$ cat config.mk
export PLATFORM = sky130hd
export DESIGN_NAME = multi_mode_counter
export DESIGN_NICKNAME = d
export VERILOG_FILES = /design/src/rtl/multi_mode_counter_pkg.sv /design/src/rtl/multi_mode_counter.sv
export SDC_FILE = /design/constraint.sdc
export NUM_CORES = 1
export LEC_CHECK = 0
export BUFFER_PORTS_ARGS = -buffer_cell sky130_fd_sc_hd__buf_2
export CAP_MARGIN = 0
export CORE_UTILIZATION = 60
export CTS_CLUSTER_SIZE = 25
export DETAILED_ROUTE_END_ITERATION = 10
export PLACE_DENSITY_LB_ADDON = 0.08
export SLEW_MARGIN = 20
export SYNTH_ARGS = -nofsm -noshare
export SYNTH_HDL_FRONTEND = slang
export SYNTH_SLANG_ARGS = --single-unit
export TNS_END_PERCENT = 1
$ cat constraint.sdc
create_clock -name clk -period 4.1 [get_ports clk]
set_clock_uncertainty 0.15 [all_clocks]
set_input_delay 0.615 -clock clk [delete_from_list [all_inputs] [get_ports clk]]
set_output_delay 0.615 -clock clk [all_outputs]
set_load 0.01 [all_outputs]
$ cat src/rtl/multi_mode_counter_pkg.sv
// multi_mode_counter_pkg
//   Shared types for multi_mode_counter.
//   mode_e  : count mode latched on start (one-shot or periodic auto-reload).
//   state_e : controller state (IDLE, RUN).
package multi_mode_counter_pkg;

  typedef enum logic [0:0] {
    MODE_ONESHOT  = 1'b0,
    MODE_PERIODIC = 1'b1
  } mode_e;

  typedef enum logic [0:0] {
    ST_IDLE,
    ST_RUN
  } state_e;

endpackage

$ cat src/rtl/multi_mode_counter.sv
// multi_mode_counter
//   Counts enabled clock cycles up to a programmable terminal value N and
//   emits a one-cycle `counted` pulse at terminal. One-shot or periodic
//   (auto-reload) operation with start / stop / restart control.
//
// Parameters
//   WIDTH          width of the count register and of count_num
//   DEFAULT_COUNT  terminal value latched at reset (1 .. 2^WIDTH-1)
//
// Ports
//   clk          system clock, rising edge
//   rst          synchronous active-high reset
//   start        pulse: latch count_num/mode, clear count, enter RUN
//   stop         pulse: abort count, return to IDLE (wins over start)
//   mode         0 = one-shot, 1 = periodic; sampled on start
//   count_num    terminal count N; sampled on start
//   tick_en      count enable
//   counted      registered one-cycle terminal pulse
//   busy         registered, high while in RUN
//   count_value  current count 0 .. N-1
//   cfg_err      one-cycle pulse when start is sampled with count_num == 0
//
// Optional (macro MULTI_MODE_COUNTER_IRQ_EN defined)
//   irq_clr      clears irq and overrun
//   irq          sticky, set by a terminal (set wins over clear)
//   overrun      sticky, set when a terminal fires while irq is already set
module multi_mode_counter
  import multi_mode_counter_pkg::*;
#(
  parameter int unsigned WIDTH         = 16,
  parameter int unsigned DEFAULT_COUNT = 10000
) (
  input  logic             clk,
  input  logic             rst,
  input  logic             start,
  input  logic             stop,
  input  logic             mode,
  input  logic [WIDTH-1:0] count_num,
  input  logic             tick_en,
`ifdef MULTI_MODE_COUNTER_IRQ_EN
  input  logic             irq_clr,
  output logic             irq,
  output logic             overrun,
`endif
  output logic             counted,
  output logic             busy,
  output logic [WIDTH-1:0] count_value,
  output logic             cfg_err
);

  state_e           state_q, state_d;
  mode_e            mode_q, mode_d;
  logic [WIDTH-1:0] n_q, n_d;
  logic [WIDTH-1:0] count_q, count_d;
  logic             counted_q, counted_d;
  logic             busy_q, busy_d;
  logic             cfg_err_q, cfg_err_d;

  logic             start_ok;
  logic             at_terminal;

  assign start_ok    = start && (count_num != '0);
  // N-1 is always derived from the latched N; n_q is never zero.
  assign at_terminal = (count_q == (n_q - 1'b1));

  always_comb begin
    state_d   = state_q;
    mode_d    = mode_q;
    n_d       = n_q;
    count_d   = count_q;
    counted_d = 1'b0;
    cfg_err_d = start && (count_num == '0);

    case (state_q)
      ST_IDLE: begin
        if (!stop && start_ok) begin
          n_d     = count_num;
          mode_d  = mode_e'(mode);
          count_d = '0;
          state_d = ST_RUN;
        end
      end
      ST_RUN: begin
        if (stop) begin
          // Stop beats both start and a coincident terminal.
          count_d = '0;
          state_d = ST_IDLE;
        end else if (start_ok) begin
          n_d     = count_num;
          mode_d  = mode_e'(mode);
          count_d = '0;
        end else if (tick_en) begin
          if (at_terminal) begin
            count_d   = '0;
            counted_d = 1'b1;
            if (mode_q == MODE_ONESHOT) begin
              state_d = ST_IDLE;
            end
          end else begin
            count_d = count_q + 1'b1;
          end
        end
      end
      default: begin
        state_d = ST_IDLE;
        count_d = '0;
      end
    endcase

    // busy registered from next state so it falls with the one-shot pulse.
    busy_d = (state_d == ST_RUN);
  end

  always_ff @(posedge clk) begin
    if (rst) begin
      state_q   <= ST_IDLE;
      mode_q    <= MODE_ONESHOT;
      n_q       <= WIDTH'(DEFAULT_COUNT);
      count_q   <= '0;
      counted_q <= 1'b0;
      busy_q    <= 1'b0;
      cfg_err_q <= 1'b0;
    end else begin
      state_q   <= state_d;
      mode_q    <= mode_d;
      n_q       <= n_d;
      count_q   <= count_d;
      counted_q <= counted_d;
      busy_q    <= busy_d;
      cfg_err_q <= cfg_err_d;
    end
  end

  assign counted     = counted_q;
  assign busy        = busy_q;
  assign count_value = count_q;
  assign cfg_err     = cfg_err_q;

`ifdef MULTI_MODE_COUNTER_IRQ_EN
  logic irq_q, irq_d;
  logic overrun_q, overrun_d;

  always_comb begin
    irq_d     = irq_q;
    overrun_d = overrun_q;
    if (irq_clr) begin
      irq_d     = 1'b0;
      overrun_d = 1'b0;
    end
    // Set is applied last so it wins over a same-cycle clear.
    if (counted_d) begin
      irq_d = 1'b1;
      if (irq_q) begin
        overrun_d = 1'b1;
      end
    end
  end

  always_ff @(posedge clk) begin
    if (rst) begin
      irq_q     <= 1'b0;
      overrun_q <= 1'b0;
    end else begin
      irq_q     <= irq_d;
      overrun_q <= overrun_d;
    end
  end

  assign irq     = irq_q;
  assign overrun = overrun_q;
`endif

endmodule
Word level (Yosys, flattened, before mapping)
Cells that the tools add are included. W data, S select, Z words.

$add $sub $neg: 2. Bitwise gates (word level): 2. Equal/unequal tests: 5. Multiplexer cells: 22. Reductions and logical operators: 9.

Operators by type and width (number): $mux W16 (8); $pmux W16 S2 (2); $add A16 B1 Y16 const B (1); $eq A16 B16 Y1 (1); $logic_not A16 Y1 (1); $reduce_bool A16 Y1 (1); $sub A16 B1 Y16 const B (1); $mux W1 (10); $reduce_or A5 Y1 (1); $ne A2 B2 Y1 const B (2); $ne A4 B3 Y1 const B (1); $pmux W1 S2 (2); $logic_and A1 B1 Y1 (3); $reduce_and A3 Y1 (1); $ne A2 B1 Y1 const B (1); $not A1 Y1 (2); $reduce_and A2 Y1 (1); $logic_not A1 Y1 (1).

Bits in registers: 36. Input port bits: 22. Output and inout port bits: 19.

Longest topological paths before layout
Gate-level depths: netlist (run 1).

Depth after elaboration: 7. Gate-level depth with buffers: 11.

Least setup slack after synthesis (run 1)
No wires, ideal clock.

Kind: input port to flip-flop. Start point: input count_num[7]. End point: register count_q[2], in the netlist count_value[2]. Arrival: 2.599 ns. Buffers on the path: 1. Cell stages on the path: 8. Path slack: 1.293 ns. Required time: 3.892 ns. Cells stage by stage: or4_1 -> o41ai_4 -> nor2_2 -> a211oi_4 -> buf_4 -> nand3b_1 -> a21oi_1 -> a31o_2.

Cells in the longest elaborated chain, start to end: 5. Elaborated cells between the ends (all ways): 9. Classes of those cells: 2 x eq/ne; 3 x mux; 4 x reduce/logical.

Ends and longest elaborated chain: start, declared (RTL line multi_mode_counter.sv:38) `input logic [WIDTH-1:0] count_num,`; $reduce_bool A16 Y1 * (RTL line multi_mode_counter.sv:62) `assign start_ok = start && (count_num != '0);`; $logic_and A1 B1 Y1 * (RTL line multi_mode_counter.sv:62); $mux W16 or $logic_and A1 B1 Y1 (tied branches) (RTL line multi_mode_counter.sv:88, multi_mode_counter.sv:76); $mux W16 or $ne A2 B2 Y1 (tied branches); $pmux W16 S2 or $reduce_and A2 Y1 (tied branches); end signal, assigned (RTL line multi_mode_counter.sv:127) `count_q <= count_d;`; end, declared (RTL line multi_mode_counter.sv:54) `logic [WIDTH-1:0] count_q, count_d;`.

Mark *: on every way between the ends. The rest lies on a longest branch, timed or not. A chain may end at the register's enable or synchronous reset.

Worst setup path after layout (run 1)
Start point: register n_q[4]. End point: register count_q[12], in the netlist count_value[12].

Cells in the longest elaborated chain, start to end: 7.

Ends and longest elaborated chain: start, declared (RTL line multi_mode_counter.sv:53) `logic [WIDTH-1:0] n_q, n_d;`; start signal, assigned (RTL line multi_mode_counter.sv:118) `n_q <= WIDTH'(DEFAULT_COUNT);`; start signal, assigned (RTL line multi_mode_counter.sv:126) `n_q <= n_d;`; $sub A16 B1 Y16 (RTL line multi_mode_counter.sv:64) `assign at_terminal = (count_q == (n_q - 1'b1));`; $eq A16 B16 Y1 (RTL line multi_mode_counter.sv:64); $mux W16 (RTL line multi_mode_counter.sv:93) `if (at_terminal) begin`; $mux W16 (RTL line multi_mode_counter.sv:92) `end else if (tick_en) begin`; $mux W16 (RTL line multi_mode_counter.sv:88) `end else if (start_ok) begin`; $mux W16 (RTL line multi_mode_counter.sv:84) `if (stop) begin`; $pmux W16 S2 (RTL line multi_mode_counter.sv:74) `case (state_q)`.

No other way between the ends. The select of a mux whose other input is x is not followed.

==> results.txt, run 1 <==
----------------------------------------------------
[Global route]
  Leftover overflow at the end of global routing ... 0
  Antenna violations before repair ... 0
  Via count of the first global-routing pass ... 1855
  Global Route Usage Sum ... 26.85%
  Pin count of the biggest net entering global routing ... 22
  Global-route wire length before repair ... 8.473 mm

[Synth]
  Synth warnings ... 0
  Most area-hungry cell type in the Yosys netlist ... dfxtp_1
  Post-synthesis instance total ... 271
  Most common flop cell mapped by yosys ... dfxtp_1
  Async SR Flop Fraction ... 0%
  Number of synthesized register bits ... 36
  Count of distinct cell types in the synthesized netlist ... 52
  Synth top area cells ... dfxtp_1 (32%), xnor2_1 (5.8%), xor2_1 (5.4%)
  Synth top cells by count ... dfxtp_1 (36), nand2_1 (23), o21ai_0 (21)
  Post-Synthesis Cell Area ... 2251 sq um
  Most frequent cell after synthesis ... dfxtp_1
  Fraction of synthesized cell area taken by the top area cell type ... 32.02%
  Sequential fraction of the synthesis area ... 32.02%
  Mean area per synthesized cell ... 8.306 sq um
  Count of flip-flops with a built-in enable after synthesis ... 0
  Synthesized net count ... 295

[Timing]
  Clock period minus final worst setup slack ... 2.976 ns
  TNS Setup ... 0 ns
  Final hold violation count ... 0
  Slew margin rel. ... 41.84%
  Transition time at the pin with the least slew margin ... 0.8658 ns
  Setup repair after global routing missed its margin ... no
  Fin crit share ... 72.58%
  Max frequency ... 336.0 MHz
  Setup Viol. Count Final ... 0
  Smallest setup slack after layout ... 1.124 ns
  Number of pins with negative max-slew slack in the final report ... 0

[Detailed routing]
  Detailed route wirelength on metal3 ... 223 um
  Drt wl/cell ... 14.28 um
  Via count ... 2016
  Detailed-routed wire length on met2 ... 2.458 mm
  Iteration-0 DRC count of the detailed router ... 108
  Aggregate routed wire length ... 4.982 mm
  Routed met1 length ... 2.247 mm
  Number of optimization iterations in the first detailed-route pass ... 6
  Count of nets left with antenna violations after detail routing ... 0
  Vias per Instance ... 5.777
  Max layer used ... met4
  Residual DRC ... 0

[Floorplan]
  Ports placed on the boundary ... 41
  Num rows ... 21
  Full die area ... 4001 sq um
  Core area ... 3468 sq um
  Starting utilization of the core area ... 64.90%
  Die Width ... 63.25 um
  Vertical extent of the die ... 63.25 um

[Finish]
  Nets@finish ... 326
  # fillers ... 307
  Synth-to-Final Area Change ... 11.28%
  Share of final-layout standard cells stronger than drive strength 1 ... 24.42%
  Post-route cell area ... 2505 sq um
  Number of inserted diodes ... 0

[Placement]
  Port Buffer Count ... 40
  HPWL after DPL ... 3.666 mm
  GP Congestion ... 0.8237
  Post-Place Worst Slack ... 0.9598 ns
  Post-placement cell area ... 2415 sq um

[CTS]
  CTS clock-pin slew for the worst setup and hold paths ... 0.07 ns
  Number of CTS-inserted buffers ... 5
  Clock root cell ... clkbuf_8
  Number of buffers inserted for hold repair after clock tree synthesis ... 0
  Post-CTS repair timing setup buffer count ... 0
  H-tree level count ... 2
  Latest clock arrival within the worst-skew pair ... 0.28 ns
  Number of sinks handled by clock tree synthesis ... 36
  TritonCTS clock tree ... built
  Total of cells resized after clock tree synthesis ... 0
  Worst-case clock buffer depth ... 2

[Worst setup path]
  Worst path buffer plus inverter count ... 0
  Top Family by Delay on Critical Path ... simple AND/OR/NAND/NOR gates
  Required time reported for the critical path endpoint ... 4.12 ns
  Critical path arrival ... 3.00 ns
  Classification of the worst setup path ... register to register
  Crit-path slowest cell ... nor3_1
  Worst path max stage delay ... 0.74 ns
  Startpoint type of the worst setup path ... register
  Nature of the critical path endpoint ... register
  Maximum fanout encountered on the critical timing path ... 11
  Critical path, cell by cell ... nor3_1, nand4_1, o32a_1, a22oi_1, and4_1, a21bo_4, nor2_1

[Pwr]
  Total power density per cell area ... 292.1 nW/um^2
  IR drop worst, VDD ... 0.0001724 V
  Static Leak ... 0.9974 nW

[Worst hold path]
  Type of the worst min-delay path ... register to register

[Run status]
  Status ... complete, no violations

[Flow run]
  Number of violations of the max-capacitance limit ... 0

----------------------------------------------------
-- worst paths after layout --
check	end	depth (start not counted)	startpoint	slack (ns)
max	count_value[12]	7	n_q[4]	1.12
min	busy	2	mode_q	0.34
max reg2reg	count_value[12]	7	n_q[4]	1.12
min reg2reg	busy	2	mode_q	0.34
-- flip-flops by register name (all words and copies together), names as in the netlist --
signal and cells:
n_q 16, busy 1, count_value 16, counted 1, mode_q 1, cfg_err 1
-- worst register-to-register path, cell delays in order, from the launching register on --
cell	delay [ns]
dfxtp_1	0.39
nor3_1	0.74
nand4_1	0.21
o32a_1	0.39
a22oi_1	0.19
and4_1	0.40
a21bo_4	0.31
nor2_1	0.08
-- cells in the final DEF (no fill, tap or decap), types with 9 or more instances in the layout --
cell type	Yosys	layout
a21oi_1	17	17
buf_2	2	40
dfxtp_1	36	36
nand2_1	23	23
nand3_1	9	9
nor2_1	14	14
nor2_2	11	11
o21ai_0	21	21
xnor2_1	15	15
xor2_1	14	14
-- cell type report --
cell class,count,area (sq um),area share [%]
repair buffers,42,215.2,8.591
flip-flops and latches,36,720.7,28.77
inverters,8,30.03,1.199
well taps,46,57.56,2.298
multi-input cells,209,1391,55.54
clock buffers,8,90.09,3.596
-- metrics by stage --
step | util, % | total power [mW] | std cells | hold slack [ns]
2_1_floorplan | - | 0.4562 | 271 | 0.3053
3_3_place_gp | 69.62 | 0.4788 | 341 | 0.3235
3_5_place_dp | 69.62 | 0.4809 | 341 | 0.3351
4_1_cts | 72.22 | 0.7387 | 349 | 0.3447
5_1_grt | 72.22 | 0.7674 | 349 | 0.3824
6_report | 72.22 | 0.7317 | 349 | 0.3439
-- routing by layer --
metal,track usage (%),up-vias
met5,0,-
met4,7.955,0
met3,5.978,7
met2,45.70,52
met1,33.63,924
li1,-,1033
-- kinds of logic after synthesis --
kind of cell | after synthesis | synth area share, %
AND/OR/NAND/NOR | 113 | 28.63
AO/OA/AOI/OAI | 64 | 20.29
flip-flops | 36 | 32.02
XOR/XNOR | 29 | 11.28
buffers and inverters | 26 | 6.170
adder cells (fa/ha/maj) | 2 | 1.112
multiplexers | 1 | 0.5002
-- power breakdown --
group / internal [mW] / switching, mW / total, mW
sequential: 0.359 / 0.0145 / 0.374
clock: 0.137 / 0.121 / 0.258
combinational: 0.0430 / 0.0572 / 0.100
Power figures use the tool's default switching activity.
==> run 2: changes to the inputs <==
Settings changed: CORE_UTILIZATION 60 to 56.
Clock period 4.1 ns to 2.95 ns, I/O delays scaled along.
==> results.txt, run 2 (synthesis gave the netlist of run 1 again) <==
----------------------------------------------------
[CTS]
  Latest clock arrival within the worst-skew pair ... 0.28 ns
  Worst-case clock buffer depth ... 2
  H-tree level count ... 2
  TritonCTS clock tree ... built
  CTS clock-pin slew for the worst setup and hold paths ... 0.07 ns
  Number of sinks handled by clock tree synthesis ... 36
  Clock root cell ... clkbuf_8
  Number of CTS-inserted buffers ... 5

[Run status]
  Status ... complete, no violations

[Timing]
  TNS Setup ... 0 ns
  Fin crit share ... 93.33%
  Setup repair after global routing missed its margin ... no
  Setup Viol. Count Final ... 0
  Transition time at the pin with the least slew margin ... 0.7443 ns
  Final hold violation count ... 0
  Max frequency ... 363.2 MHz
  Number of pins with negative max-slew slack in the final report ... 0
  Slew margin rel. ... 49.86%
  Clock period minus final worst setup slack ... 2.753 ns

[Placement]
  HPWL after DPL ... 3.873 mm
  GP Congestion ... 0.8637
  Instance count after placement with tap cells included ... 354
  Port Buffer Count ... 40

[Floorplan]
  Vertical extent of the die ... 65.40 um
  Starting utilization of the core area ... 59.69%
  Num rows ... 22
  Ports placed on the boundary ... 41
  Full die area ... 4277 sq um
  Core area ... 3771 sq um
  Die Width ... 65.40 um

[Worst setup path]
  Nature of the critical path endpoint ... register
  Required time reported for the critical path endpoint ... 2.97 ns
  Startpoint type of the worst setup path ... register
  Top Family by Delay on Critical Path ... simple AND/OR/NAND/NOR gates
  Crit-path slowest cell ... or4_4
  Classification of the worst setup path ... register to register
  Worst path buffer plus inverter count ... 0
  Maximum fanout encountered on the critical timing path ... 11
  Critical path arrival ... 2.78 ns
  Critical path, cell by cell ... or4_4, or4_1, a21o_1, a22oi_1, and4_2, a21bo_4, nor2_1
  Worst path max stage delay ... 0.57 ns

[Pwr]
  Fraction of power spent switching nets ... 26.61%
  Total power density per cell area ... 401.0 nW/um^2
  Clock network fraction of total power ... 34.9%
  Internal power component ... 0.7625 mW
  Share of power burned in registers ... 49.6%
  IR drop worst, VDD ... 0.0002590 V
  Net switching power ... 0.2765 mW
  Static Leak ... 1.052 nW
  Logic pwr share ... 15.5%
  Final Total Pwr ... 1.039 mW

[Global route]
  Leftover overflow at the end of global routing ... 0
  Global-route wire length before repair ... 8.507 mm
  Via count of the first global-routing pass ... 1867
  Global Route Usage Sum ... 25.65%
  Antenna violations before repair ... 0
  Pin count of the biggest net entering global routing ... 22

[Detailed routing]
  Aggregate routed wire length ... 5.078 mm
  Via count ... 2047
  Number of optimization iterations in the first detailed-route pass ... 4
  Drt wl/cell ... 14.03 um
  Iteration-0 DRC count of the detailed router ... 139
  Count of nets left with antenna violations after detail routing ... 0
  Vias per Instance ... 5.655
  Residual DRC ... 0

[Finish]
  Number of inserted diodes ... 0
  # fillers ... 336
  Share of final-layout standard cells stronger than drive strength 1 ... 27.39%
  Nets@finish ... 337
  Leading cell types in the layout, fill and taps excluded ... buf_2 (40), dfxtp_1 (36), nand2_1 (23), o21ai_0 (21), a21oi_1 (17)
  Final Non-Filler Cells ... 362
  Most frequent standard cell in the layout excluding fill and tap cells ... buf_2
  Synth-to-Final Area Change ... 15.12%

[Flow run]
  Number of violations of the max-capacitance limit ... 0

[Worst hold path]
  Type of the worst min-delay path ... input pin to register

----------------------------------------------------
[run 2: power by group through the flow]
stage | registers [mW] | logic, mW | clock network, mW
3_5_place_dp | 0.526 | 0.160 | 0
2_1_floorplan | 0.521 | 0.113 | 0
3_3_place_gp | 0.525 | 0.157 | 0
6_report | 0.515 | 0.161 | 0.363
5_1_grt | 0.516 | 0.179 | 0.392
4_1_cts | 0.515 | 0.161 | 0.366
[run 2: final timing paths]
kind / from / end / slack [ns] / depth (start not counted)
setup / recovery: n_q[0] / count_value[12] / 0.20 / 7
hold / removal: count_num[4] / n_q[4] / 0.23 / 3
hold reg to reg: n_q[15] / n_q[15] / 0.35 / 2
setup reg to reg: n_q[0] / count_value[12] / 0.20 / 7
[run 2: area by class of cell]
class / instances / area [sq um] / share of cell area (%)
flip-flops and latches: 36 / 720.7 / 27.81
inverters: 8 / 30.03 / 1.159
repair buffers: 53 / 297.8 / 11.49
well taps: 48 / 60.06 / 2.318
clock buffers: 8 / 90.09 / 3.477
multi-input cells: 209 / 1393 / 53.74
[run 2: what timing repair did]
item,CTS,global route
endpoints found under the setup margin,0,1
setup buffers,0,0
endpoints found under the hold margin,0,0
resized for setup,0,1
hold buffers,0,0
[run 2: metal layers]
layer  wire, um  vias to the layer above  track usage (%)
li1           -                     1053                -
met1       2439                      935            33.12
met2       2392                       52            43.56
met3        205                        7            4.167
met4         41                        0            7.609
met5          0                        -                0
[run 2: per-stage QoR]
stage               hold WS (ns)  worst slack, ns  utilization [%]  instance area, sq um
floorplan                 0.3053           0.3158                -                  2251
global placement          0.3349           0.1621            66.29                  2500
detailed placement        0.3437          0.09085            66.29                  2500
CTS                       0.2265           0.1223            68.68                  2590
global route              0.2463          0.07393            68.71                  2591
finish                    0.2278           0.1966            68.71                  2591
[run 2: worst min-delay path: stages]
cell	delay [ns]
buf_2	0.08
nand2_1	0.04
nand3b_1	0.06
